[src/rtl/riscv_pkg.sv]
// Shared definitions for the aricriscv front end.
//   XLEN / ILEN   : address and instruction widths
//   RESET_PC      : default PC loaded at reset
//   NOP           : canonical no-op encoding (addi x0, x0, 0)
//   fetch_entry_t : one buffered fetch result, {pc, instr}
package riscv_pkg;

  localparam int XLEN = 32;
  localparam int ILEN = 32;

  localparam logic [XLEN-1:0] RESET_PC = 32'h0000_0000;
  localparam logic [ILEN-1:0] NOP      = 32'h0000_0013;

  typedef struct packed {
    logic [XLEN-1:0] pc;
    logic [ILEN-1:0] instr;
  } fetch_entry_t;

endpackage

[src/rtl/fetch_stage_if.sv]
// Bundle of every handshake signal around the fetch stage.
//   imem_req_*  : request channel to instruction memory
//   imem_resp_* : in-order response channel, no backpressure
//   redirect_*  : flush/restart command from execute
//   out_*       : valid/ready channel towards decode
// master : the fetch stage itself
// slave  : its environment (memory, execute, decode)
interface fetch_stage_if #(
  parameter int XLEN = 32
);

  logic            imem_req_valid;
  logic            imem_req_ready;
  logic [XLEN-1:0] imem_req_addr;
  logic            imem_resp_valid;
  logic [31:0]     imem_resp_data;
  logic            redirect_valid;
  logic [XLEN-1:0] redirect_pc;
  logic            out_valid;
  logic            out_ready;
  logic [XLEN-1:0] out_pc;
  logic [31:0]     out_instr;

  modport master (
    output imem_req_valid, imem_req_addr,
    input  imem_req_ready,
    input  imem_resp_valid, imem_resp_data,
    input  redirect_valid, redirect_pc,
    output out_valid, out_pc, out_instr,
    input  out_ready
  );

  modport slave (
    input  imem_req_valid, imem_req_addr,
    output imem_req_ready,
    output imem_resp_valid, imem_resp_data,
    output redirect_valid, redirect_pc,
    input  out_valid, out_pc, out_instr,
    output out_ready
  );

endinterface

[src/rtl/fetch_stage_fifo.sv]
// DEPTH-entry synchronous instruction buffer with flush.
//   clk, rst_n    : clock and asynchronous active-low reset
//   flush_i       : empties the buffer; overrides push and pop this cycle
//   push_i        : write push_data_i at the tail
//   push_data_i   : entry to store
//   pop_i         : drop the head entry (ignored when empty)
//   count_o       : number of valid entries (registered)
//   empty_o       : no valid entries
//   head_o        : head entry, read combinationally from storage
module fetch_fifo
  import riscv_pkg::*;
#(
  parameter int DEPTH = 2,
  localparam int CW   = $clog2(DEPTH + 1)
) (
  input  logic          clk,
  input  logic          rst_n,
  input  logic          flush_i,
  input  logic          push_i,
  input  fetch_entry_t  push_data_i,
  input  logic          pop_i,
  output logic [CW-1:0] count_o,
  output logic          empty_o,
  output fetch_entry_t  head_o
);

  localparam int PW = (DEPTH > 1) ? $clog2(DEPTH) : 1;
  localparam logic [CW-1:0] FULL_CNT = CW'(DEPTH);

  fetch_entry_t  mem_q [DEPTH];
  logic [PW-1:0] wptr_q, wptr_d;
  logic [PW-1:0] rptr_q, rptr_d;
  logic [CW-1:0] count_q, count_d;
  logic          full;
  logic          do_push;
  logic          do_pop;

  // Pointers wrap modulo DEPTH, which need not be a power of two.
  function automatic logic [PW-1:0] ptr_inc(input logic [PW-1:0] p);
    return (p == PW'(DEPTH - 1)) ? '0 : p + PW'(1);
  endfunction

  assign full    = (count_q == FULL_CNT);
  assign empty_o = (count_q == '0);
  assign do_pop  = pop_i && !empty_o;
  // A full buffer can still take a write when its head leaves in the same cycle.
  assign do_push = push_i && (!full || do_pop);

  always_comb begin
    wptr_d  = wptr_q;
    rptr_d  = rptr_q;
    count_d = count_q;
    if (flush_i) begin
      wptr_d  = '0;
      rptr_d  = '0;
      count_d = '0;
    end else begin
      if (do_push) wptr_d = ptr_inc(wptr_q);
      if (do_pop)  rptr_d = ptr_inc(rptr_q);
      if (do_push && !do_pop)      count_d = count_q + CW'(1);
      else if (!do_push && do_pop) count_d = count_q - CW'(1);
    end
  end

  always_ff @(posedge clk or negedge rst_n) begin
    if (!rst_n) begin
      wptr_q  <= '0;
      rptr_q  <= '0;
      count_q <= '0;
    end else begin
      wptr_q  <= wptr_d;
      rptr_q  <= rptr_d;
      count_q <= count_d;
    end
  end

  // Storage is cleared at reset so the head reads as zero out of reset.
  always_ff @(posedge clk or negedge rst_n) begin
    if (!rst_n) begin
      for (int i = 0; i < DEPTH; i++) mem_q[i] <= '0;
    end else if (do_push && !flush_i) begin
      mem_q[wptr_q] <= push_data_i;
    end
  end

  assign count_o = count_q;
  assign head_o  = mem_q[rptr_q];

  // The fetch credit scheme must make a write into a full buffer impossible.
  overflow_a : assert property (@(posedge clk) disable iff (!rst_n)
    !(push_i && full && !pop_i && !flush_i));

endmodule

[src/rtl/fetch_stage.sv]
// Instruction-fetch front end.
//   clk, rst_n : clock and asynchronous active-low reset
//   bus        : fetch_stage_if master port
//                - imem request issue under a credit of DEPTH
//                - imem responses tagged with their PC and buffered
//                - (pc, instr) presented to decode via valid/ready
//                - redirect flushes the buffer and drops in-flight responses
module fetch_stage #(
  parameter int              XLEN     = riscv_pkg::XLEN,
  parameter logic [XLEN-1:0] RESET_PC = riscv_pkg::RESET_PC,
  parameter int              DEPTH    = 2
) (
  input  logic          clk,
  input  logic          rst_n,
  fetch_stage_if.master bus
);

  import riscv_pkg::*;

  localparam int CW = $clog2(DEPTH + 1);
  localparam logic [CW:0] CREDIT = (CW + 1)'(DEPTH);

  logic [XLEN-1:0] fetch_pc_q, fetch_pc_d;
  logic [XLEN-1:0] resp_pc_q, resp_pc_d;
  logic [CW-1:0]   outstanding_q, outstanding_d;
  logic [CW-1:0]   drop_cnt_q, drop_cnt_d;

  logic [CW-1:0]   fifo_count;
  logic            fifo_empty;
  fetch_entry_t    fifo_head;
  fetch_entry_t    push_entry;
  logic [CW:0]     in_use;
  logic [XLEN-1:0] redirect_tgt;
  logic            req_valid;
  logic            accept;
  logic            resp_keep;
  logic            resp_drop;
  logic            pop;

  assign redirect_tgt = {bus.redirect_pc[XLEN-1:2], 2'b00};

  // Credit counts both in-flight requests and buffered entries so that every
  // response is guaranteed a slot. Gating with rst_n keeps the request line
  // low for the whole reset interval, not only after the first edge.
  assign in_use    = {1'b0, outstanding_q} + {1'b0, fifo_count};
  assign req_valid = rst_n && !bus.redirect_valid && (in_use < CREDIT);
  assign accept    = req_valid && bus.imem_req_ready;

  assign resp_keep = bus.imem_resp_valid && (drop_cnt_q == '0) && !bus.redirect_valid;
  assign resp_drop = bus.imem_resp_valid && (drop_cnt_q != '0);
  assign pop       = !fifo_empty && bus.out_ready && !bus.redirect_valid;

  always_comb begin
    fetch_pc_d    = fetch_pc_q;
    resp_pc_d     = resp_pc_q;
    outstanding_d = outstanding_q;
    drop_cnt_d    = drop_cnt_q;
    if (bus.redirect_valid) begin
      // Everything still in flight after this cycle is stale; the response
      // arriving right now is discarded as well, so it is not counted.
      fetch_pc_d    = redirect_tgt;
      resp_pc_d     = redirect_tgt;
      outstanding_d = outstanding_q - CW'(bus.imem_resp_valid);
      drop_cnt_d    = outstanding_q - CW'(bus.imem_resp_valid);
    end else begin
      if (accept)    fetch_pc_d = fetch_pc_q + XLEN'(4);
      if (resp_keep) resp_pc_d  = resp_pc_q + XLEN'(4);
      outstanding_d = outstanding_q + CW'(accept) - CW'(bus.imem_resp_valid);
      if (resp_drop) drop_cnt_d = drop_cnt_q - CW'(1);
    end
  end

  always_ff @(posedge clk or negedge rst_n) begin
    if (!rst_n) begin
      fetch_pc_q    <= RESET_PC;
      resp_pc_q     <= RESET_PC;
      outstanding_q <= '0;
      drop_cnt_q    <= '0;
    end else begin
      fetch_pc_q    <= fetch_pc_d;
      resp_pc_q     <= resp_pc_d;
      outstanding_q <= outstanding_d;
      drop_cnt_q    <= drop_cnt_d;
    end
  end

  assign push_entry = '{pc: resp_pc_q, instr: bus.imem_resp_data};

  fetch_fifo #(
    .DEPTH (DEPTH)
  ) u_fifo (
    .clk         (clk),
    .rst_n       (rst_n),
    .flush_i     (bus.redirect_valid),
    .push_i      (resp_keep),
    .push_data_i (push_entry),
    .pop_i       (pop),
    .count_o     (fifo_count),
    .empty_o     (fifo_empty),
    .head_o      (fifo_head)
  );

  assign bus.imem_req_valid = req_valid;
  assign bus.imem_req_addr  = fetch_pc_q;
  assign bus.out_valid      = !fifo_empty;
  assign bus.out_pc         = fifo_head.pc;
  assign bus.out_instr      = fifo_head.instr;

endmodule

[src/flat_wrapper.sv]
// flat-port wrapper written by rule: the top's interface ports become plain ports
module fetch_stage_flat import riscv_pkg::*;
#(
  parameter int              XLEN     = riscv_pkg::XLEN,
  parameter logic [XLEN-1:0] RESET_PC = riscv_pkg::RESET_PC,
  parameter int              DEPTH    = 2
)
  (clk, rst_n, bus_imem_req_valid, bus_imem_req_addr, bus_imem_req_ready, bus_imem_resp_valid, bus_imem_resp_data, bus_redirect_valid, bus_redirect_pc, bus_out_valid, bus_out_pc, bus_out_instr, bus_out_ready);
  fetch_stage_if #(.XLEN(XLEN)) bus_i ();
  input  logic clk;
  input  logic rst_n;
  output wire logic [$bits(bus_i.imem_req_valid)-1:0] bus_imem_req_valid;
  output wire logic [$bits(bus_i.imem_req_addr)-1:0] bus_imem_req_addr;
  input wire logic [$bits(bus_i.imem_req_ready)-1:0] bus_imem_req_ready;
  input wire logic [$bits(bus_i.imem_resp_valid)-1:0] bus_imem_resp_valid;
  input wire logic [$bits(bus_i.imem_resp_data)-1:0] bus_imem_resp_data;
  input wire logic [$bits(bus_i.redirect_valid)-1:0] bus_redirect_valid;
  input wire logic [$bits(bus_i.redirect_pc)-1:0] bus_redirect_pc;
  output wire logic [$bits(bus_i.out_valid)-1:0] bus_out_valid;
  output wire logic [$bits(bus_i.out_pc)-1:0] bus_out_pc;
  output wire logic [$bits(bus_i.out_instr)-1:0] bus_out_instr;
  input wire logic [$bits(bus_i.out_ready)-1:0] bus_out_ready;
  assign bus_imem_req_valid = bus_i.imem_req_valid;
  assign bus_imem_req_addr = bus_i.imem_req_addr;
  assign bus_i.imem_req_ready = bus_imem_req_ready;
  assign bus_i.imem_resp_valid = bus_imem_resp_valid;
  assign bus_i.imem_resp_data = bus_imem_resp_data;
  assign bus_i.redirect_valid = bus_redirect_valid;
  assign bus_i.redirect_pc = bus_redirect_pc;
  assign bus_out_valid = bus_i.out_valid;
  assign bus_out_pc = bus_i.out_pc;
  assign bus_out_instr = bus_i.out_instr;
  assign bus_i.out_ready = bus_out_ready;
  fetch_stage #(.XLEN(XLEN), .RESET_PC(RESET_PC), .DEPTH(DEPTH)) u_core (.clk(clk), .rst_n(rst_n), .bus(bus_i));
endmodule
[config.mk]
export PLATFORM = sky130hd
export DESIGN_NAME = fetch_stage_flat
export DESIGN_NICKNAME = d
export VERILOG_FILES = /design/src/rtl/riscv_pkg.sv /design/src/rtl/fetch_stage_if.sv /design/src/rtl/fetch_stage_fifo.sv /design/src/rtl/fetch_stage.sv /design/src/flat_wrapper.sv
export SDC_FILE = /design/constraint.sdc
export NUM_CORES = 1
export LEC_CHECK = 0
export CAP_MARGIN = 20
export CORE_AREA = 2 2 129 131
export CTS_BUF_LIST = sky130_fd_sc_hd__clkbuf_8
export DETAILED_ROUTE_END_ITERATION = 12
export DIE_AREA = 0 0 131 133
export PLACE_DENSITY = 0.91
export SYNTH_ARGS = -nofsm -noshare
export SYNTH_HDL_FRONTEND = slang
export SYNTH_SLANG_ARGS = --single-unit
[constraint.sdc]
create_clock -name clk -period 6.2 [get_ports clk]
set_input_delay 0.93 -clock clk [delete_from_list [all_inputs] [get_ports clk]]
set_output_delay 0.93 -clock clk [all_outputs]
set_load 0.05 [all_outputs]
After elaboration in Yosys (flattened, before gate mapping) --
Cells that the tools add are included.
Operators by class: equality and inequality tests 1, bitwise logic cells 2, magnitude comparators 4, multiplexer cells 22, $add $sub $neg 11, reductions and logical operators 29
Operators with widths (count):
- $mux 64 | 4
- $bwmux 128 | 1
- $mux 32 | 4
- $add 32x3->32 const B | 2
- $demux 64 s1 | 1
- $logic_and 1x1->1 | 14
- $mux 2 | 6
- $reduce_bool 2->1 | 6
- $mux 1 | 6
- $logic_not 1->1 | 5
- $ge 2x2->1 const B | 2
- $logic_not 2->1 | 2
- $not 1->2 | 2
- $sub 2x1->2 | 2
- $sub 2x1->2 const B | 2
- $add 2x2->3 | 1
- $lt 3x2->1 const B | 1
- $reduce_bool 3->1 | 1
- $add 1x1->1 const B | 2
- $add 2x1->2 | 1
- $add 2x1->2 const B | 1
- $eq 2x2->1 const B | 1
- $lt 2x1->1 const B | 1
- $logic_or 1x1->1 | 1
Storage, ports and cells: logic and storage cells 80, register bits 200

Longest topological paths before layout --
depth after elaboration 12, depth in mapped cells 9, gate-level depth less buffers 8

By module --
From an unflattened synthesis, not the netlist that was laid out.
Second synthesis, totals: cells, all modules 770, area total of the unflattened synthesis 9694.3 um2
By module, submodules not included:
- fetch_fifo | cells an instance 365, area an instance 5913.2 um2, times used 1
- fetch_stage | cells an instance 405, area an instance 3781.1 um2, times used 1

Least setup slack after synthesis --
No wires, ideal clock.
path type input to output, start in bus_redirect_valid, end out bus_imem_req_valid, path slack 3.417 ns, path buffers 1, data required time 5.270 ns, stages 2, arrival time 1.853 ns, cell sequence buf_2 > nor4b_4
On the way: word-level cells in the longest chain between the ends 3
RTL lines:
- start, declared | RTL line flat_wrapper.sv:17 | input wire logic [$bits(bus_i.redirect_valid)-1:0] bus_redirect_valid;
- $logic_not 1->1 | RTL line fetch_stage.sv:46 | assign req_valid = rst_n && !bus.redirect_valid && (in_use < CREDIT);
- $logic_and 1x1->1 (2 in a row) | RTL line fetch_stage.sv:46
- end, declared | RTL line flat_wrapper.sv:12 | output wire logic [$bits(bus_i.imem_req_valid)-1:0] bus_imem_req_valid;
Every way passes these cells.

Worst setup path after layout --
start reg u_core.u_fifo.rptr_q, end out bus_out_instr[8]
On the way: word-level cells in the longest chain between the ends 4
RTL lines:
- start, declared | RTL line fetch_stage_fifo.sv:32 | logic [PW-1:0] rptr_q, rptr_d;
- start signal, assigned | RTL line fetch_stage_fifo.sv:72 | rptr_q <= rptr_d;
- $not 1->2 (not written as such) | RTL line fetch_stage_fifo.sv:87 | assign head_o = mem_q[rptr_q];
- $mux 64 (not written as such) (3 in a row) | RTL line fetch_stage_fifo.sv:87
- end, declared | RTL line flat_wrapper.sv:21 | output wire logic [$bits(bus_i.out_instr)-1:0] bus_out_instr;
Every way passes these cells. The select of a mux whose other input is x is not followed.

==> metrics.txt <==
Cell Area, Synth=0.00924 mm^2; critical path startpoint category=flop; Detailed Route WL=21600 um; pin count of the biggest net entering global routing=82; Die X=131 um; Pre-Repair DR Iteration Count=5; fin cells=1129; Cell variety after synth=56; critical path's slowest cell=dfrtp_2; placer congestion estimate=0.893; share of synthesized area spent on multiplexers=23.0%; fmax=251 MHz; Root Driver=clkbuf_8; final hold violation count=0; Cell Rows=47; largest family of logic cells by synthesized area=multiplexers; Fin Setup TNS=0 ns; first-pass GRT wire length=34100 um; count of pins over their slew limit=0; Tot GR Track Use=25.2%; CP top delay family=buffers and inverters; HPWL Detailed=14700 um; synthesized flop and latch total=192; IO Count=168; Post-route DRC=0; Post-CTS Hold Buffers=0; Adder-Cell Fraction of Synth Area=0.894%; Setup Skew=0.0166 ns; sequential cell area=0.00481 mm^2; synthesized area per cell=12.4 um^2; hold slack=0.409 ns; clk_lat worst skew=0.48 ns; HP Class=input pin to asynchronous set/reset pin; Pwr Total=5.06 mW; vias=6695; port bufs=161; synthesis-to-layout area growth=23.6%; Die Span Y=133 um; Async S/R FF share, synth=100%; Seq/Total Area, Yosys=52.0%; Most used DFF post-synth=dfrtp_1; DP Cell Count=1096; Post-CTS Setup Inserts=0; pwr/cell area=443 mW/mm^2; Synth Area in XOR/XNOR=3.32%; Slew headroom=28.7%; status=completed; initial core utilization=57.1%; TritonCTS buffer count=17; Final setup viols=0; Arrival @ worst endpoint=3.05 ns; synthesized instance count=747; RSZ-0062 raised after global routing=no; DRT iter0 DRCs=487; Crit Reg-Reg Startpoint=u_core.drop_cnt_q[0]; CP cell instances=buf_4, mux2_2, clkdlybuf4s50_1; # fillers=1128; worst vdd ir=0.218 mV; number of synthesis warnings=0; worst slack at placement=2.15 ns; ant diodes=0; Crit Path Class=flop to primary output; Multi-input gate area=0.00418 mm^2; initial antenna violation count=0; number of global-route vias before repair=6690; Buf/Inv on CP=2; Worst EP required=5.27 ns; CP Max Fanout=37; crit end category=primary output; Synth Area in Simple Gates=10.8%; die area=0.0174 mm^2; max incr delay on CP=0.98 ns; LEAKAGE=4.79 nW; layout cell share with drive strength beyond 1=27.3%; fin worst setup slack=2.22 ns; Final #Nets=972; clock buffer depth=2; Final min period=3.98 ns; Synth Area in Compound Gates=6.99%; CTS clk-pin slew, worst paths=0.09 ns; Post-synth EDFFs=0; H-tree levels=4; WL/cell=19.1 um; routed vias/inst=5.93; core footprint=0.0162 mm^2; max cap viols=0; total gr overflow=0; Least-Margin Pin Slew=1.07 ns; # clock sinks=192; Post-CTS Resized=0; CTS tree=done; CP startpoint=u_core.u_fifo.rptr_q; Detail Route Antenna Nets=0; fin crit share=64.2%
-- cell usage after synthesis, types with 3 or more instances --
| cell type | instances | share of area [%] |
|---|---|---|
| o21ai_0 | 48 | 2.6 |
| nor4_4 | 4 | 0.92 |
| o311ai_0 | 12 | 1.1 |
| xor2_1 | 24 | 2.3 |
| a41oi_1 | 3 | 0.28 |
| buf_2 | 10 | 0.54 |
| xnor2_1 | 11 | 1.0 |
| and3_1 | 6 | 0.41 |
| dfrtp_1 | 192 | 52 |
| buf_1 | 5 | 0.20 |
| nand3_1 | 24 | 1.3 |
| nor2_1 | 18 | 0.73 |
| nand2_1 | 54 | 2.2 |
| buf_4 | 13 | 1.1 |
| and2_1 | 6 | 0.41 |
| o311ai_1 | 4 | 0.38 |
| clkbuf_1 | 13 | 0.53 |
| a21oi_1 | 11 | 0.60 |
| o211ai_1 | 10 | 0.81 |
| nor2b_1 | 4 | 0.27 |
| a31oi_1 | 6 | 0.41 |
| mux2_2 | 187 | 23 |
| nand4_1 | 22 | 1.5 |
| nor3_1 | 5 | 0.27 |
| inv_1 | 9 | 0.37 |
| and4_1 | 4 | 0.38 |
| ha_1 | 5 | 0.68 |
-- metal layers --
| metal | share of wire (%) | track usage, % | vias to the layer above |
|---|---|---|---|
| met5 | 0 | 0 | - |
| li1 | - | - | 3027 |
| met4 | 1.8 | 7.57 | 0 |
| met3 | 8.5 | 6.55 | 35 |
| met1 | 43 | 34.4 | 3316 |
| met2 | 47 | 39.7 | 317 |
-- final cells by class --
cell class | count | area share, %
inverters | 10 | 0.329
repair buffers | 170 | 14.9
multi-input cells | 505 | 36.6
well taps | 220 | 2.41
flip-flops and latches | 192 | 42.1
clock buffers | 19 | 2.29
clock inverters | 13 | 1.40
-- state kept, by name (all words and copies together), names as in the netlist --
signal and cells:
u_core.u_fifo.rptr_q 1, u_core.resp_pc_q 30, u_core.drop_cnt_q 2, u_core.outstanding_q 2, u_core.u_fifo.mem_q 124, u_core.u_fifo.count_o 2, u_core.u_fifo.wptr_q 1, u_core.bus.imem_req_addr 30
-- cell usage in the layout, fill, tap and decap left out, types with 12 or more instances in the layout --
cell / n
nand3_1: 24
clkbuf_8: 19
dfrtp_1: 191
o311ai_0: 12
clkdlybuf4s50_1: 159
nand4_1: 22
xor2_1: 24
o21ai_0: 48
nor2_1: 18
mux2_2: 187
nand2_1: 54
-- path summary, 6_finish.rpt --
| path | depth (start not counted) | slack (ns) | end |
|---|---|---|---|
| min in group clk | 1 | 0.51 | u_core.u_fifo.mem_q[37] |
| min | 1 | 0.41 | u_core.u_fifo.mem_q[71] |
| max reg2reg | 7 | 3.03 | u_core.u_fifo.mem_q[2] |
| min reg2reg | 1 | 0.51 | u_core.u_fifo.mem_q[37] |
| max in group asynchronous | 2 | 4.71 | u_core.u_fifo.mem_q[93] |
| max | 3 | 2.22 | bus_out_instr[8] |
-- cells by family (layout without fill, tap and decap cells) --
logic type	count (synthesis)	count (layout)
muxes	189	189
adders and majority gates	6	6
and+or+nand+nor	169	169
xor gates and xnor gates	35	35
DFF	192	192
AOI/OAI and AO/OA	102	102
buffers and inverters	53	212
other	1	4
-- power breakdown --
group / switching, mW / internal [mW] / total [mW]
combinational: 1.34 / 0.957 / 2.30
clock: 0.443 / 0.423 / 0.865
sequential: 0.256 / 1.64 / 1.89
total: 2.04 / 3.02 / 5.06
-- metrics by stage --
step | util, % | area [um^2]
2_1_floorplan | - | 9250
3_3_place_gp | 67.9 | 11000
3_5_place_dp | 67.9 | 11000
4_1_cts | 70.5 | 11400
5_1_grt | 70.7 | 11400
6_report | 70.7 | 11400
-- worst register-to-register path: stages (launching register included) --
cell and delay (ns):
dfrtp_1 0.37, inv_1 0.09, ha_1 0.22, and2_1 0.38
o31ai_2 0.20, nor3b_2 0.80, buf_4 0.58, mux2_2 0.43
Note: power is estimated with default switching activity, not from simulation.
